### src/rtl/trisc_pkg.sv
// Shared encodings for the TRISC memory arbiter: FSM states, owner codes,
// default bus widths and the tie-break helper.
package trisc_pkg;

    localparam int AW_DEF = 4;
    localparam int DW_DEF = 8;

    localparam logic [1:0] ST_IDLE   = 2'd0;
    localparam logic [1:0] ST_ACCESS = 2'd1;
    localparam logic [1:0] ST_DONE   = 2'd2;

    localparam logic OWN_CPU = 1'b0;
    localparam logic OWN_LD  = 1'b1;

    // Single requester wins outright; on a tie the one that did not own the
    // memory last time goes first.
    function automatic logic pick_owner(input logic cpu_req, input logic ld_req,
                                        input logic last_owner);
        if (cpu_req && ld_req)
            return (last_owner == OWN_CPU) ? OWN_LD : OWN_CPU;
        else if (ld_req)
            return OWN_LD;
        else
            return OWN_CPU;
    endfunction

endpackage

### src/rtl/trisc_mem_arbiter_if.sv
// Bus bundle between the two requesters, the arbiter and the memory array.
interface trisc_mem_arbiter_if
    import trisc_pkg::*;
#(
    parameter int AW = AW_DEF,
    parameter int DW = DW_DEF
);
    logic          cpu_req;
    logic          cpu_we;
    logic [AW-1:0] cpu_addr;
    logic [DW-1:0] cpu_wdata;
    logic          cpu_gnt;
    logic          cpu_done;

    logic          ld_req;
    logic          ld_we;
    logic [AW-1:0] ld_addr;
    logic [DW-1:0] ld_wdata;
    logic          ld_gnt;
    logic          ld_done;

    logic [DW-1:0] rdata;
    logic          mem_ce;
    logic          mem_we;
    logic [AW-1:0] mem_addr;
    logic [DW-1:0] mem_wdata;
    logic [DW-1:0] mem_rdata;
    logic          busy;

    modport slave (
        input  cpu_req, cpu_we, cpu_addr, cpu_wdata,
        input  ld_req, ld_we, ld_addr, ld_wdata,
        input  mem_rdata,
        output cpu_gnt, cpu_done, ld_gnt, ld_done,
        output rdata, mem_ce, mem_we, mem_addr, mem_wdata, busy
    );

    modport master (
        output cpu_req, cpu_we, cpu_addr, cpu_wdata,
        output ld_req, ld_we, ld_addr, ld_wdata,
        output mem_rdata,
        input  cpu_gnt, cpu_done, ld_gnt, ld_done,
        input  rdata, mem_ce, mem_we, mem_addr, mem_wdata, busy
    );
endinterface

### src/rtl/trisc_access_timer.sv
// Loadable down-counter that measures the fixed memory access length.
module trisc_access_timer #(
    parameter int W = 2
) (
    input  logic         clk,
    input  logic         rst_n,
    input  logic         load,
    input  logic [W-1:0] load_val,
    input  logic         dec,
    output logic         zero
);
    logic [W-1:0] count;

    // NOTE: state is updated with non-blocking assignments so every flop
    // samples pre-edge values, regardless of block evaluation order.
    always_ff @(negedge clk or negedge rst_n) begin
        if (!rst_n)
            count <= '0;
        else if (load)
            count <= load_val;
        else if (dec && (count != '0))
            count <= count - W'(1);
    end

    assign zero = (count == '0);
endmodule

### src/rtl/trisc_mem_arbiter.sv
// Two-requester arbiter for the TRISC program/data memory: CPU controller vs
// loader, fixed-length access, 4-phase req/done handshake, falling-edge state.
module trisc_mem_arbiter
    import trisc_pkg::*;
#(
    parameter int AW         = AW_DEF,
    parameter int DW         = DW_DEF,
    parameter int MEM_CYCLES = 2
) (
    input  logic                SysClock,
    input  logic                StartStop,
    trisc_mem_arbiter_if.slave  bus
);
    localparam int            TW         = $clog2(MEM_CYCLES) + 1;
    localparam logic [TW-1:0] TIMER_LOAD = TW'(MEM_CYCLES - 1);

    logic [1:0]    state;
    logic          owner;
    logic          last_owner;
    logic          we_q;
    logic [AW-1:0] addr_q;
    logic [DW-1:0] wdata_q;
    logic [DW-1:0] rdata_q;

    logic any_req;
    logic grant_owner;
    logic owner_req;
    logic timer_load;
    logic timer_dec;
    logic timer_zero;

    assign any_req     = bus.cpu_req | bus.ld_req;
    assign grant_owner = pick_owner(bus.cpu_req, bus.ld_req, last_owner);
    assign owner_req   = (owner == OWN_CPU) ? bus.cpu_req : bus.ld_req;
    assign timer_load  = (state == ST_IDLE) && any_req;
    assign timer_dec   = (state == ST_ACCESS);

    trisc_access_timer #(.W(TW)) u_timer (
        .clk      (SysClock),
        .rst_n    (StartStop),
        .load     (timer_load),
        .load_val (TIMER_LOAD),
        .dec      (timer_dec),
        .zero     (timer_zero)
    );

    // last_owner resets to LD so the CPU wins the first tie after reset.
    always_ff @(negedge SysClock or negedge StartStop) begin
        if (!StartStop) begin
            state      <= ST_IDLE;
            owner      <= OWN_CPU;
            last_owner <= OWN_LD;
            we_q       <= 1'b0;
            addr_q     <= '0;
            wdata_q    <= '0;
            rdata_q    <= '0;
        end else begin
            case (state)
                ST_IDLE: begin
                    if (any_req) begin
                        owner   <= grant_owner;
                        we_q    <= (grant_owner == OWN_LD) ? bus.ld_we    : bus.cpu_we;
                        addr_q  <= (grant_owner == OWN_LD) ? bus.ld_addr  : bus.cpu_addr;
                        wdata_q <= (grant_owner == OWN_LD) ? bus.ld_wdata : bus.cpu_wdata;
                        state   <= ST_ACCESS;
                    end
                end
                ST_ACCESS: begin
                    if (timer_zero) begin
                        if (!we_q)
                            rdata_q <= bus.mem_rdata;
                        last_owner <= owner;
                        state      <= ST_DONE;
                    end
                end
                ST_DONE: begin
                    if (!owner_req)
                        state <= ST_IDLE;
                end
                default: state <= ST_IDLE;
            endcase
        end
    end

    // Strobes decode straight from state so reset kills them immediately.
    assign bus.mem_ce    = (state == ST_ACCESS);
    assign bus.mem_we    = (state == ST_ACCESS) && we_q;
    assign bus.mem_addr  = addr_q;
    assign bus.mem_wdata = wdata_q;
    assign bus.rdata     = rdata_q;
    assign bus.busy      = (state != ST_IDLE);

    assign bus.cpu_gnt  = (state != ST_IDLE) && (owner == OWN_CPU);
    assign bus.ld_gnt   = (state != ST_IDLE) && (owner == OWN_LD);
    assign bus.cpu_done = (state == ST_DONE) && (owner == OWN_CPU);
    assign bus.ld_done  = (state == ST_DONE) && (owner == OWN_LD);
endmodule

### src/flat_wrapper.sv
// flat-port wrapper written by rule: the top's interface ports become plain ports
module trisc_mem_arbiter_flat import trisc_pkg::*;
#(
    parameter int AW         = AW_DEF,
    parameter int DW         = DW_DEF,
    parameter int MEM_CYCLES = 2
)
  (SysClock, StartStop, bus_cpu_req, bus_cpu_we, bus_cpu_addr, bus_cpu_wdata, bus_ld_req, bus_ld_we, bus_ld_addr, bus_ld_wdata, bus_mem_rdata, bus_cpu_gnt, bus_cpu_done, bus_ld_gnt, bus_ld_done, bus_rdata, bus_mem_ce, bus_mem_we, bus_mem_addr, bus_mem_wdata, bus_busy);
  trisc_mem_arbiter_if #(.AW(AW), .DW(DW)) bus_i ();
  input  logic SysClock;
  input  logic StartStop;
  input wire logic [$bits(bus_i.cpu_req)-1:0] bus_cpu_req;
  input wire logic [$bits(bus_i.cpu_we)-1:0] bus_cpu_we;
  input wire logic [$bits(bus_i.cpu_addr)-1:0] bus_cpu_addr;
  input wire logic [$bits(bus_i.cpu_wdata)-1:0] bus_cpu_wdata;
  input wire logic [$bits(bus_i.ld_req)-1:0] bus_ld_req;
  input wire logic [$bits(bus_i.ld_we)-1:0] bus_ld_we;
  input wire logic [$bits(bus_i.ld_addr)-1:0] bus_ld_addr;
  input wire logic [$bits(bus_i.ld_wdata)-1:0] bus_ld_wdata;
  input wire logic [$bits(bus_i.mem_rdata)-1:0] bus_mem_rdata;
  output wire logic [$bits(bus_i.cpu_gnt)-1:0] bus_cpu_gnt;
  output wire logic [$bits(bus_i.cpu_done)-1:0] bus_cpu_done;
  output wire logic [$bits(bus_i.ld_gnt)-1:0] bus_ld_gnt;
  output wire logic [$bits(bus_i.ld_done)-1:0] bus_ld_done;
  output wire logic [$bits(bus_i.rdata)-1:0] bus_rdata;
  output wire logic [$bits(bus_i.mem_ce)-1:0] bus_mem_ce;
  output wire logic [$bits(bus_i.mem_we)-1:0] bus_mem_we;
  output wire logic [$bits(bus_i.mem_addr)-1:0] bus_mem_addr;
  output wire logic [$bits(bus_i.mem_wdata)-1:0] bus_mem_wdata;
  output wire logic [$bits(bus_i.busy)-1:0] bus_busy;
  assign bus_i.cpu_req = bus_cpu_req;
  assign bus_i.cpu_we = bus_cpu_we;
  assign bus_i.cpu_addr = bus_cpu_addr;
  assign bus_i.cpu_wdata = bus_cpu_wdata;
  assign bus_i.ld_req = bus_ld_req;
  assign bus_i.ld_we = bus_ld_we;
  assign bus_i.ld_addr = bus_ld_addr;
  assign bus_i.ld_wdata = bus_ld_wdata;
  assign bus_i.mem_rdata = bus_mem_rdata;
  assign bus_cpu_gnt = bus_i.cpu_gnt;
  assign bus_cpu_done = bus_i.cpu_done;
  assign bus_ld_gnt = bus_i.ld_gnt;
  assign bus_ld_done = bus_i.ld_done;
  assign bus_rdata = bus_i.rdata;
  assign bus_mem_ce = bus_i.mem_ce;
  assign bus_mem_we = bus_i.mem_we;
  assign bus_mem_addr = bus_i.mem_addr;
  assign bus_mem_wdata = bus_i.mem_wdata;
  assign bus_busy = bus_i.busy;
  trisc_mem_arbiter #(.AW(AW), .DW(DW), .MEM_CYCLES(MEM_CYCLES)) u_core (.SysClock(SysClock), .StartStop(StartStop), .bus(bus_i));
endmodule
### config.mk
export PLATFORM = sky130hd
export DESIGN_NAME = trisc_mem_arbiter_flat
export DESIGN_NICKNAME = d
export VERILOG_FILES = /design/src/rtl/trisc_pkg.sv /design/src/rtl/trisc_mem_arbiter_if.sv /design/src/rtl/trisc_access_timer.sv /design/src/rtl/trisc_mem_arbiter.sv /design/src/flat_wrapper.sv
export SDC_FILE = /design/constraint.sdc
export NUM_CORES = 1
export LEC_CHECK = 0
export BUFFER_PORTS_ARGS = -buffer_cell sky130_fd_sc_hd__buf_2
export CORE_UTILIZATION = 40
export CTS_CLUSTER_SIZE = 40
export DETAILED_ROUTE_END_ITERATION = 16
export PLACE_DENSITY_LB_ADDON = 0.08
export SYNTH_ARGS = -nofsm -noshare
export SYNTH_HDL_FRONTEND = slang
export SYNTH_SLANG_ARGS = --single-unit
### constraint.sdc
create_clock -name SysClock -period 1.64 [get_ports SysClock]
set_input_delay 0.082 -clock SysClock [delete_from_list [all_inputs] [get_ports SysClock]]
set_output_delay 0.082 -clock SysClock [all_outputs]
set_load 0.05 [all_outputs]
---- Yosys cells after proc, flatten, opt, wreduce, memory -nomap -nowiden ----
Cells that the tools add are included.
word-level totals
  register bits ........................... 27
  input bits .............................. 38
  output and inout port bits .............. 27
  word-level logic and storage cells ...... 47
cells by class
  add/subtract/negate cells ............... 1
  eq/ne operators ......................... 5
  muxes and demuxes ....................... 13
  bitwise gates (word level) .............. 3
  reductions and logical operators ........ 17
operators by type and width
  operator                                                            number
  2-bit 2-to-1 mux                                                    5
  1-bit logical AND                                                   8
  8-bit 2-to-1 mux                                                    1
  2-bit case mux with 3 select lines                                  1
  3-bit AND reduction                                                 2
  2-bit nonzero test                                                  3
  1-bit 2-to-1 mux                                                    5
  2-bit zero test                                                     2
  4-bit 2-to-1 mux                                                    1
  2-bit by 1-bit != test with 1-bit output, second input constant     2
  2-bit AND reduction                                                 2
  2-bit by 1-bit == test with 1-bit output, second input constant     1
  2-bit == test, second input constant                                1
  2-bit != test, second input constant                                1
  1-bit inverter                                                      2
  2-bit by 1-bit subtractor with 2-bit output, second input constant  1
  1-bit OR                                                            1

---- Depth between registers and ports, before layout ----
  word-level depth ........................ 4
  mapped depth ............................ 5
  mapped depth without buffers ............ 5

---- Modules after synthesis ----
A second synthesis with hierarchy kept.
unflattened totals
  cells, all modules ...................... 99
  area, all modules ....................... 1322.5 µm²
modules (own cells, without submodules)
  module              times used  cells each  area an instance (µm²)  seq. area each (µm²)
  trisc_mem_arbiter   1           86          1189.9                  626.9
  trisc_access_timer  1           13          132.6                   50.0

==> metrics.md <==
| Metric | Value |
|---|---|
| Outcome | complete, but fails checks |
| Failing checks | setup timing |
| Via density | 4.634 |
| Design Power | 5.095 mW |
| Cells after DPL | 212 |
| Ant. Diodes | 0 |
| Synthesized area | 1296 sq um |
| Total Wirelength | 2731 microns |
| Max-cap violations | 0 |
| Layout net count | 220 |
| Total GRT Usage | 0.1834 |
| R2R cell count | 4 |
| Syn Inst Count | 93 |
| RSZ-0062 raised after global routing | true |
| Final setup vio count | 40 |
| Die area | 3472 sq um |
| Static leakage | 1.084 nW |
| Routability cong. | 0.7184 |
| Layout cells sized above 1 | 0.7667 |
| Clock Latency Late Sink | 0.38 ns |
| Count of final max-slew check failures | 0 |
| Asr flop ratio synth | 1.000 |
| Worst Slack Setup Final | -0.5919 ns |
| CP Max Fanout | 4 |
| Max incr delay on CP | 0.49 ns |
| Warning count from the yosys run | 0 |
| Vias | 1038 |
| Worst-path clk slew | 0.10 ns |
| Core ar. | 3053 sq um |
| DRC | 0 |
| H-Tree Level Count | 1 |
| Synth-to-layout area growth | 65.64% |
| Worst r2r src | u_core.last_owner$_DFFE_NN1P_ |
| Hold WS | 0.3423 ns |
| Average size of a mapped cell | 13.94 sq um |
| Worst vdd ir | 1.310 mV |
| Congestion Overflow GR | 0 |
| # IOs | 65 |
| Detail Route Antenna Nets | 0 |
| Crit path max-delay family | flip-flops |
| Slowest-stage cell, CP | dfrtn_1 |
| Levels on crit path | 4 |
| Post-synth EDFFs | 0 |
| Die width | 58.93 microns |
| Synth Flop Type | dfrtn_1 |
| Worst-margin pin slew | 0.3773 ns |
| Power Density | 2373 nW/um^2 |
| Post-DP HPWL | 2033 microns |
| CTS Hold Bufs | 0 |
| Num Clock Sinks | 27 |
| TritonCTS Buffers | 3 |
| Most frequent cells in the layout | 36 x buf_2, 28 x buf_6, 26 x dfrtn_1 |
| Die H | 58.93 microns |
| Final Hold Vio Count | 0 |
| Net Count, Synth | 132 |
| Reg2Reg Setup Slack | 0.01 ns |
| Clk root buf | clkbuf_4 |
| Routed len/inst | 12.19 microns |
| Core Rows | 20 |
| Crit start category | flip-flop |
| Pin count of the biggest net entering global routing | 15 |
| Most common cell after layout, fill and taps aside | buf_2 |
| Initial antenna violation count | 0 |
| CP Class | flip-flop to output pin |
| Final Non-Filler Cells | 224 |
| Type of the most critical hold path | primary input to asynchronous set/reset pin |
| Slew margin rel. | 0.7479 |
| Critical path arrival | 2.15 ns |
| R2r endpoint | u_core.bus.mem_wdata[6]$_DFFE_NN0N_ |
| Worst EP required | 1.56 ns |
| Layout Skew | 0.06670 ns |
| Initial Utilization | 0.4246 |
| I/O Buffers | 64 |
| Drt pass-1 iters | 2 |
| Crit path from | u_core.state[1]$_DFFE_NN0P_ |
| Crit. End Element | output pin |
| Vias in the first global route | 1109 |
| CP cell instances | nand2b_4 > clkinvlp_4 > and2_4 > buf_6 |
| Register area share after synthesis | 0.5222 |
| Clock buffer depth | 2 |
| CP endpoint | bus_mem_we |
| CP Buf/Inv Count | 2 |
| CTS tree | built |
| First-pass GRT wire length | 4692 microns |
| DRT iter0 DRCs | 34 |
| Count of cell types in the netlist | 22 |
| Yosys reg bits | 27 |
==> repair_timing <==
item	CTS	global route
gates cloned	0	0
buffers inserted	7	1
resized for setup	60	10
pin swaps	1	1
endpoints found under the setup margin	40	48
==> where the power goes <==
| part | internal, mW | switching (mW) | total [mW] |
|---|---|---|---|
| Sequential | 1.05 | 0.244 | 1.29 |
| Combinational | 1.56 | 1.94 | 3.51 |
| Clock | 0.0985 | 0.198 | 0.297 |
==> layer usage <==
layer  vias to the layer above  track usage  wire [microns]
met3                         4      0.03077             113
met2                        33       0.3360            1491
met4                         0      0.09184              49
li1                        498            -               -
met1                       503       0.2031            1077
met5                         -            0               0
==> registers in the layout, summed over array words and instances (netlist names) <==
register,count
u_core.we_q,1
u_core.bus.rdata,8
u_core.owner,1
u_core.state,2
u_core.bus.mem_wdata,8
u_core.u_timer.count,2
u_core.last_owner,1
u_core.bus.mem_addr,4
==> cells by family after synthesis <==
logic type	count (synthesis)	synth area share
multiplexers	35	0.3292
flip-flops	27	0.5222
AND/OR/NAND/NOR	14	0.05406
buffers and inverters	8	0.03281
AO/OA/AOI/OAI	7	0.04537
XOR/XNOR	1	0.006758
adder cells (fa/ha/maj)	1	0.009651
==> cell type report <==
cell class / instances / area (sq um)
sequential: 27 / 676.9
multi-input combinational: 58 / 664.4
timing repair buffer: 85 / 698.2
clock buffer: 4 / 26.28
inverter: 5 / 22.52
tap: 44 / 55.05
clock inverter: 1 / 3.754
fill: 240 / 905.9
==> worst reg2reg max path, delay by kind of cell (launching register included) <==
kind,cells,cell delay (ns)
mux,2,0.57
flops,1,0.54
compound gates,1,0.19
buf+inv,1,0.14
==> stage by stage <==
stage | area (sq um) | worst slack [ns] | utilization | TNS (ns)
6_report | 2147 | -0.5919 | 0.7033 | -8.958
5_1_grt | 2147 | -0.6781 | 0.7033 | -10.53
4_1_cts | 2107 | -0.5959 | 0.6902 | -8.949
3_5_place_dp | 1821 | -0.5179 | 0.5963 | -8.187
3_3_place_gp | 1821 | -0.4714 | 0.5963 | -7.794
2_1_floorplan | 1345 | -0.3564 | - | -5.383
==> how the worst min path moves through the flow <==
stage                                               end  slack [ns]                                 from  cells past startpoint
CTS                     u_core.bus.rdata[3]$_DFFE_NN0P_        0.34                            StartStop                      1
finish                  u_core.bus.rdata[3]$_DFFE_NN0P_        0.34                            StartStop                      1
global placement        u_core.bus.rdata[2]$_DFFE_NN0P_        0.44      u_core.bus.rdata[2]$_DFFE_NN0P_                      1
floorplan           u_core.u_timer.count[0]$_DFFE_NN0P_        0.43  u_core.u_timer.count[0]$_DFFE_NN0P_                      2
detailed placement  u_core.bus.mem_wdata[2]$_DFFE_NN0N_        0.45  u_core.bus.mem_wdata[2]$_DFFE_NN0N_                      1
global route            u_core.bus.rdata[3]$_DFFE_NN0P_        0.34                            StartStop                      1
==> synth_stat cells (all sizes together), types with 2 or more instances <==
cell type	instances	area, sq um
mux2	34	416.7
dfrtn	26	650.6
inv	6	22.52
nor2	6	25.03
o21ai	4	23.77
nand2	3	11.26
buf	2	20.01
nand2b	2	12.51
(Power assumes the default switching activity.)
